`src/rtl/sadd_feeder.sv`:
```
// ---------------------------------------------------------------------------
// sadd_feeder
//   Accepts a parallel operand pair (a, b) and presents it one bit per cycle,
//   LSB first, on x / y. The intended consumer is a bit-serial adder.
//
//   Optional feature macro: SADD_FEED_SKID_EN
//     undefined : one pair in flight; in_ready only in IDLE, so consecutive
//                 words are separated by at least one idle cycle.
//     defined   : adds a one-entry skid buffer, so a pair can be accepted while
//                 a word is shifting and words can stream with no idle gap.
//
//   Handshake: a pair transfers on a rising edge where in_valid & in_ready
//   are both high. in_ready does not depend on in_valid, and in_valid
//   offered while in_ready is low is ignored.
//
// Ports
//   clk          in   clock, rising edge
//   rst_b        in   synchronous active-low reset
//   in_valid     in   a/b carry a valid pair
//   in_ready     out  pair can be accepted this cycle
//   a, b         in   WIDTH-bit operands
//   x, y         out  registered serial bits of A and B, LSB first
//   first        out  bit 0 of a word is on x/y
//   last         out  bit WIDTH-1 of a word is on x/y
//   busy         out  a word bit is on x/y
//   dbg_state_o  out  FSM state (0 = IDLE, 1 = SHIFT)
// ---------------------------------------------------------------------------
module sadd_feeder #(
  parameter int WIDTH = 8
) (
  input  logic             clk,
  input  logic             rst_b,
  input  logic             in_valid,
  output logic             in_ready,
  input  logic [WIDTH-1:0] a,
  input  logic [WIDTH-1:0] b,
  output logic             x,
  output logic             y,
  output logic             first,
  output logic             last,
  output logic             busy,
  output logic             dbg_state_o
);

  localparam int CW = $clog2(WIDTH);
  localparam logic [CW-1:0] LAST_IDX = CW'(WIDTH - 1);

  typedef enum logic {
    IDLE  = 1'b0,
    SHIFT = 1'b1
  } state_e;

  state_e           state_q, state_d;
  logic [CW-1:0]    cnt_q, cnt_d;
  logic [WIDTH-1:0] sa_q, sa_d;
  logic [WIDTH-1:0] sb_q, sb_d;
  logic             accept;
  logic             at_last;

`ifdef SADD_FEED_SKID_EN
  logic             skid_full_q, skid_full_d;
  logic [WIDTH-1:0] skid_a_q, skid_a_d;
  logic [WIDTH-1:0] skid_b_q, skid_b_d;

  assign in_ready = ~skid_full_q & rst_b;
`else
  assign in_ready = (state_q == IDLE) & rst_b;
`endif

  assign accept  = in_valid & in_ready;
  assign at_last = (state_q == SHIFT) && (cnt_q == LAST_IDX);

  // The shift registers shift in zeros, so after WIDTH shifts they are empty
  // and x/y read 0 in IDLE without any output gating.
  assign x           = sa_q[0];
  assign y           = sb_q[0];
  assign busy        = (state_q == SHIFT);
  assign first       = busy && (cnt_q == '0);
  assign last        = at_last;
  assign dbg_state_o = (state_q == SHIFT);

  always_comb begin
    state_d = state_q;
    cnt_d   = cnt_q;
    sa_d    = sa_q;
    sb_d    = sb_q;
`ifdef SADD_FEED_SKID_EN
    skid_full_d = skid_full_q;
    skid_a_d    = skid_a_q;
    skid_b_d    = skid_b_q;
`endif
    case (state_q)
      IDLE: begin
        if (accept) begin
          state_d = SHIFT;
          cnt_d   = '0;
          sa_d    = a;
          sb_d    = b;
        end
      end
      SHIFT: begin
        sa_d = {1'b0, sa_q[WIDTH-1:1]};
        sb_d = {1'b0, sb_q[WIDTH-1:1]};
        if (cnt_q == LAST_IDX) begin
          cnt_d   = '0;
          state_d = IDLE;
`ifdef SADD_FEED_SKID_EN
          // A buffered pair takes priority; in_ready is low while the skid
          // is full, so accept cannot also be high here.
          if (skid_full_q) begin
            sa_d        = skid_a_q;
            sb_d        = skid_b_q;
            skid_full_d = 1'b0;
            state_d     = SHIFT;
          end else if (accept) begin
            sa_d    = a;
            sb_d    = b;
            state_d = SHIFT;
          end
`endif
        end else begin
          cnt_d = cnt_q + 1'b1;
`ifdef SADD_FEED_SKID_EN
          if (accept) begin
            skid_a_d    = a;
            skid_b_d    = b;
            skid_full_d = 1'b1;
          end
`endif
        end
      end
      default: state_d = IDLE;
    endcase
  end

  always_ff @(posedge clk) begin
    if (!rst_b) begin
      state_q <= IDLE;
      cnt_q   <= '0;
      sa_q    <= '0;
      sb_q    <= '0;
`ifdef SADD_FEED_SKID_EN
      skid_full_q <= 1'b0;
      skid_a_q    <= '0;
      skid_b_q    <= '0;
`endif
    end else begin
      state_q <= state_d;
      cnt_q   <= cnt_d;
      sa_q    <= sa_d;
      sb_q    <= sb_d;
`ifdef SADD_FEED_SKID_EN
      skid_full_q <= skid_full_d;
      skid_a_q    <= skid_a_d;
      skid_b_q    <= skid_b_d;
`endif
    end
  end

endmodule

```
`config.mk`:
```
export PLATFORM = sky130hd
export DESIGN_NAME = sadd_feeder
export DESIGN_NICKNAME = d
export VERILOG_FILES = /design/src/rtl/sadd_feeder.sv
export SDC_FILE = /design/constraint.sdc
export NUM_CORES = 1
export LEC_CHECK = 0
export ABC_AREA = 0
export CORE_MARGIN = 10
export CORE_UTILIZATION = 48
export DETAILED_ROUTE_END_ITERATION = 8
export GPL_TIMING_DRIVEN = 0
export PLACE_DENSITY = 0.84
export SYNTH_ARGS = -nofsm -noshare
export SYNTH_HDL_FRONTEND = slang
export SYNTH_SLANG_ARGS = --single-unit
export TNS_END_PERCENT = 50
```
`constraint.sdc`:
```
create_clock -name clk -period 1.32 [get_ports clk]
set_clock_uncertainty 0.15 [all_clocks]
set_input_delay 0.264 -clock clk [delete_from_list [all_inputs] [get_ports clk]]
set_output_delay 0.264 -clock clk [all_outputs]
set_load 0.01 [all_outputs]
```
======== After elaboration in Yosys (flattened, before gate mapping) ========
Cells that the tools add are included.
storage, ports and cells
  register bits ........................... 20
  output and inout port bits .............. 7
  word-level logic and storage cells ...... 23
cells by class
  add/sub/neg operators ................... 1
  equality and inequality tests ........... 2
  muxes and demuxes ....................... 10
  bitwise logic cells ..................... 3
  reduce and logical (&&, ||, !) cells .... 3
operators by type and width
  operator             number
  $pmux 8 s2           2
  $mux 8               2
  $mux 3               2
  $pmux 3 s2           1
  $add 3x1->3 const B  1
  $eq 3x3->1 const B   1
  $logic_not 3->1      1
  $and 1x1->1          2
  $logic_and 1x1->1    2
  $mux 1               2
  $ne 2x2->1 const B   1
  $pmux 1 s2           1
  $not 1->1            1

======== Depth between registers and ports, before layout ========
  depth in word-level cells ............... 5
  mapped depth ............................ 4
  gate-level depth less buffers ........... 4

======== Worst setup path after synthesis ========
No wires, ideal clock.
  kind .................................... flip-flop to output port
  start ................................... reg state_q, in the netlist busy
  end ..................................... out first
  arrival ................................. 1030 ps
  required time ........................... 906 ps
  setup slack ............................. -124 ps
  cell stages (with the launch flop) ...... 5
  path buffers ............................ 2
  cells stage by stage .................... dfxtp_1 > buf_2 > buf_2 > nand2_1 > nor2_1
between the ends
  cells in the longest elaborated chain, start to end .. 1
ends and longest elaborated chain
  item                    line  source
  from (decl)             53    state_e state_q, state_d;
  from (signal assigned)  148   state_q <= state_d;
  $logic_and 1x1->1       78    assign first = busy && (cnt_q == '0);
  to (decl)               39    output logic first,
Every way passes these cells.

======== Worst setup path in the final report ========
  start ................................... reg cnt_q[0]
  end ..................................... out last
between the ends
  cells in the longest elaborated chain, start to end .. 2
ends and longest elaborated chain
  item                    line  source
  from (decl)             54    logic [CW-1:0] cnt_q, cnt_d;
  from (signal assigned)  149   cnt_q <= cnt_d;
  $eq 3x3->1              71    assign at_last = (state_q == SHIFT) && (cnt_q == LAST_IDX);
  $logic_and 1x1->1       71
  to (decl)               40    output logic last,
Every way passes these cells.

==> results.toml <==
[run_status]
status = "complete, but fails checks"
violations = "negative setup slack"

[sta]
max_freq_mhz = 610
drv_slew = 0
setup_viol = 6
final.min_clock_period_ns = 1.64
holdWs_ns = 0.129
fin_ws_ns = -0.320
timing.final.crit_share_pct = 124
finalHoldViolCount = 0
slew_headroom_pct = 68.4
rsz0062_at_grt = "yes"
finalSetupTns_ns = -0.894
tightest_slew_ns = 0.474

[die]
io_pins = 26
die_h_um = 67.7
start_util_pct = 49.9
dieArea_um2 = 4580
core_um2 = 2190
die_w_um = 67.7
rows = 17

[placement]
dp_hpwl_mm = 1.72
gp_congestion = 0.762
placed_area_um2 = 1360
io_buffers = 23

[routing]
dr_total_vias = 850
drcViolationCount = 0
routedWlPerCell_um = 16.0
dr.pass1.iters = 4
routed_wl_mm = 2.55
dr.first_iter.drc_count = 34
post_drt_via_cell_ratio = 5.31
ant_nets = 0

[final_layout]
layout_commonest_cell = "dfxtp_1"
fin_area_um2 = 1540
num-nets-final = 155
final_cell_mix = "dfxtp_1 (17), clkdlybuf4s50_1 (16), mux2_4 (14), o211a_1 (14), buf_6 (12)"
fin_util_pct = 70.2
syn_to_final_growth_pct = 40.9
diodes = 0
drive_gt1_share_pct = 42.4

[worst_setup_path]
cpPeakStageDelay_ns = 0.38
cp.required_ns = 0.91
worstSetupPathType = "reg2out"
crit_buf_inv = 1
path_delay_family = "flip-flops"
cp_slowest_cell = "dfxtp_4"
crit_top_cell = "ha_4"
r2r_end = "cnt_q[2]"
worstPathArrival_ns = 1.23
start_kind = "flop"
worstPathMaxFanout = 2
crit_chain = "ha_4 > ha_4 > and2_4 > buf_6"
r2r_start = "busy"
r2r_cells = 4
cp-end-kind = "output port"
rrSetupSlack_ns = -0.03

[global_routing]
antenna_found_initial = 0
grt_max_degree = 12
grt_pass1_vias = 895
grt_pass1_wl_mm = 4.20
grt_util_met2_pct = 20.8
grt-ovfl-total = 0
gr-usage-met3_pct = 1.82
grt_use_total_pct = 11.6
grt.busiest_layer = "met2"
use_met1_pct = 13.1

[power]
swShare_pct = 24.8
power_frac_comb_pct = 27.0
internal_power_mw = 1.07
power_frac_seq_pct = 48.1
switching_power_mw = 0.352
ir_drop_uv = 614
p_per_area_nw_per_um2 = 922
pwr-share-clk_pct = 24.9
leakagePower_nw = 0.780

[clock_network]
cts_tree = "yes"
clk_pin_slew_ns = 0.11
clockBufferDepth = 2
worstSkewPairLatency_ns = 0.30
cts-hold-fix-buffers = 0
cts_sinks = 20
clockRootBuffer = "clkbuf_4"
cts_made_buffers = 3
htreeDepth = 1

[hold_path]
hp-class = "in2reg"
worstHoldStart = "in_valid"
hold_depth = 3
whs_endpoint = "busy"

[synthesis]
syn_area_um2 = 1090
synthFlopType = "dfxtp_1"
yosysSeqAreaShare_pct = 36.7
yosysWarnings = 0
synth-edff-count = 0
synth_fp_nets = 119
syn-instance-count = 97
synth_cell_types = 21
ys_ff_latch = 20
syn_avg_cell_area_um2 = 11.3
synth_async_sr_flop_share_pct = 0

[run]
maxCapViolCount = 0
-- Yosys cell counts, types with 2 or more instances --
cell type   n  area [um^2]
dfxtp_1    20          400
mux2i_1     2         20.0
nor2_1      3         11.3
nor3b_1     2         15.0
nand2_1     3         11.3
or2b_1      5         37.5
o211a_1    14          140
or3b_1      2         17.5
mux2_4     14          210
buf_2       4         20.0
nand2b_1   12         75.1
inv_1       2         7.51
buf_6       3         33.8
ha_1        3         37.5
a21boi_1    2         15.0
-- power by group through the flow --
stage / sequential, mW / clock, mW / combinational (mW)
6_report: 0.683 / 0.353 / 0.383
5_1_grt: 0.690 / 0.379 / 0.415
4_1_cts: 0.684 / 0.359 / 0.365
3_5_place_dp: 0.696 / 0 / 0.335
3_3_place_gp: 0.692 / 0 / 0.326
2_1_floorplan: 0.692 / 0 / 0.217
-- routing by layer --
metal  up-vias  share of wire (%)
li1        408                  -
met1       421                 42
met2        15                 53
met3         6                3.1
met4         0                1.8
met5         -                  0
-- cells by family (layout without fill, tap and decap cells) --
family,count (synthesis),in the layout,share of synthesized area [%]
fa+ha+maj,3,3,3.44
compound gates,18,18,15.9
flops,20,20,36.7
buf+inv,12,47,6.99
simple gates,28,28,15.9
mux,16,16,21.1
-- tightest hold or removal path: cells and delay by family --
| family | cells | cell delay (ns) |
|---|---|---|
| AO/OA/AOI/OAI | 1 | 0.07 |
| AND/OR/NAND/NOR | 1 | 0.08 |
| buffers and inverters | 1 | 0.13 |
-- through the flow --
stage,worst slack [ns],instances,total power [mW]
3_3_place_gp,-0.538,148,1.02
2_1_floorplan,0.0144,97,0.909
4_1_cts,-0.315,158,1.41
6_report,-0.320,160,1.42
5_1_grt,-0.347,160,1.48
3_5_place_dp,-0.549,148,1.03
-- worst max path at each step --
stage | startpoint | end | slack (ns) | cells past startpoint
detailed placement | busy | first | -0.55 | 5
global route | cnt_q[0] | last | -0.35 | 4
CTS | cnt_q[0] | last | -0.32 | 4
global placement | busy | first | -0.54 | 5
finish | cnt_q[0] | last | -0.32 | 4
floorplan | busy | first | 0.01 | 4
-- cell type report --
| class | count | area [um^2] |
|---|---|---|
| plain buffers | 9 | 87.6 |
| clock buffers | 4 | 36.3 |
| fillers | 162 | 652 |
| inverters | 3 | 13.8 |
| multi-input cells | 65 | 676 |
| flip-flops and latches | 20 | 409 |
| well taps | 28 | 35.0 |
| repair buffers | 31 | 282 |
-- flip-flops by register name (all words and copies together) (netlist names) --
signal and count:
busy 1, cnt_q 3, sa_q 8, sb_q 8
-- what timing repair did --
| item | CTS | global route |
|---|---|---|
| pin swaps | 3 | 6 |
| endpoints found under the hold margin | 0 | 0 |
| endpoints found under the setup margin | 7 | 8 |
| resized for setup | 40 | 13 |
| buffers inserted | 6 | 2 |
No activity file was read; power rests on OpenSTA's default activity.
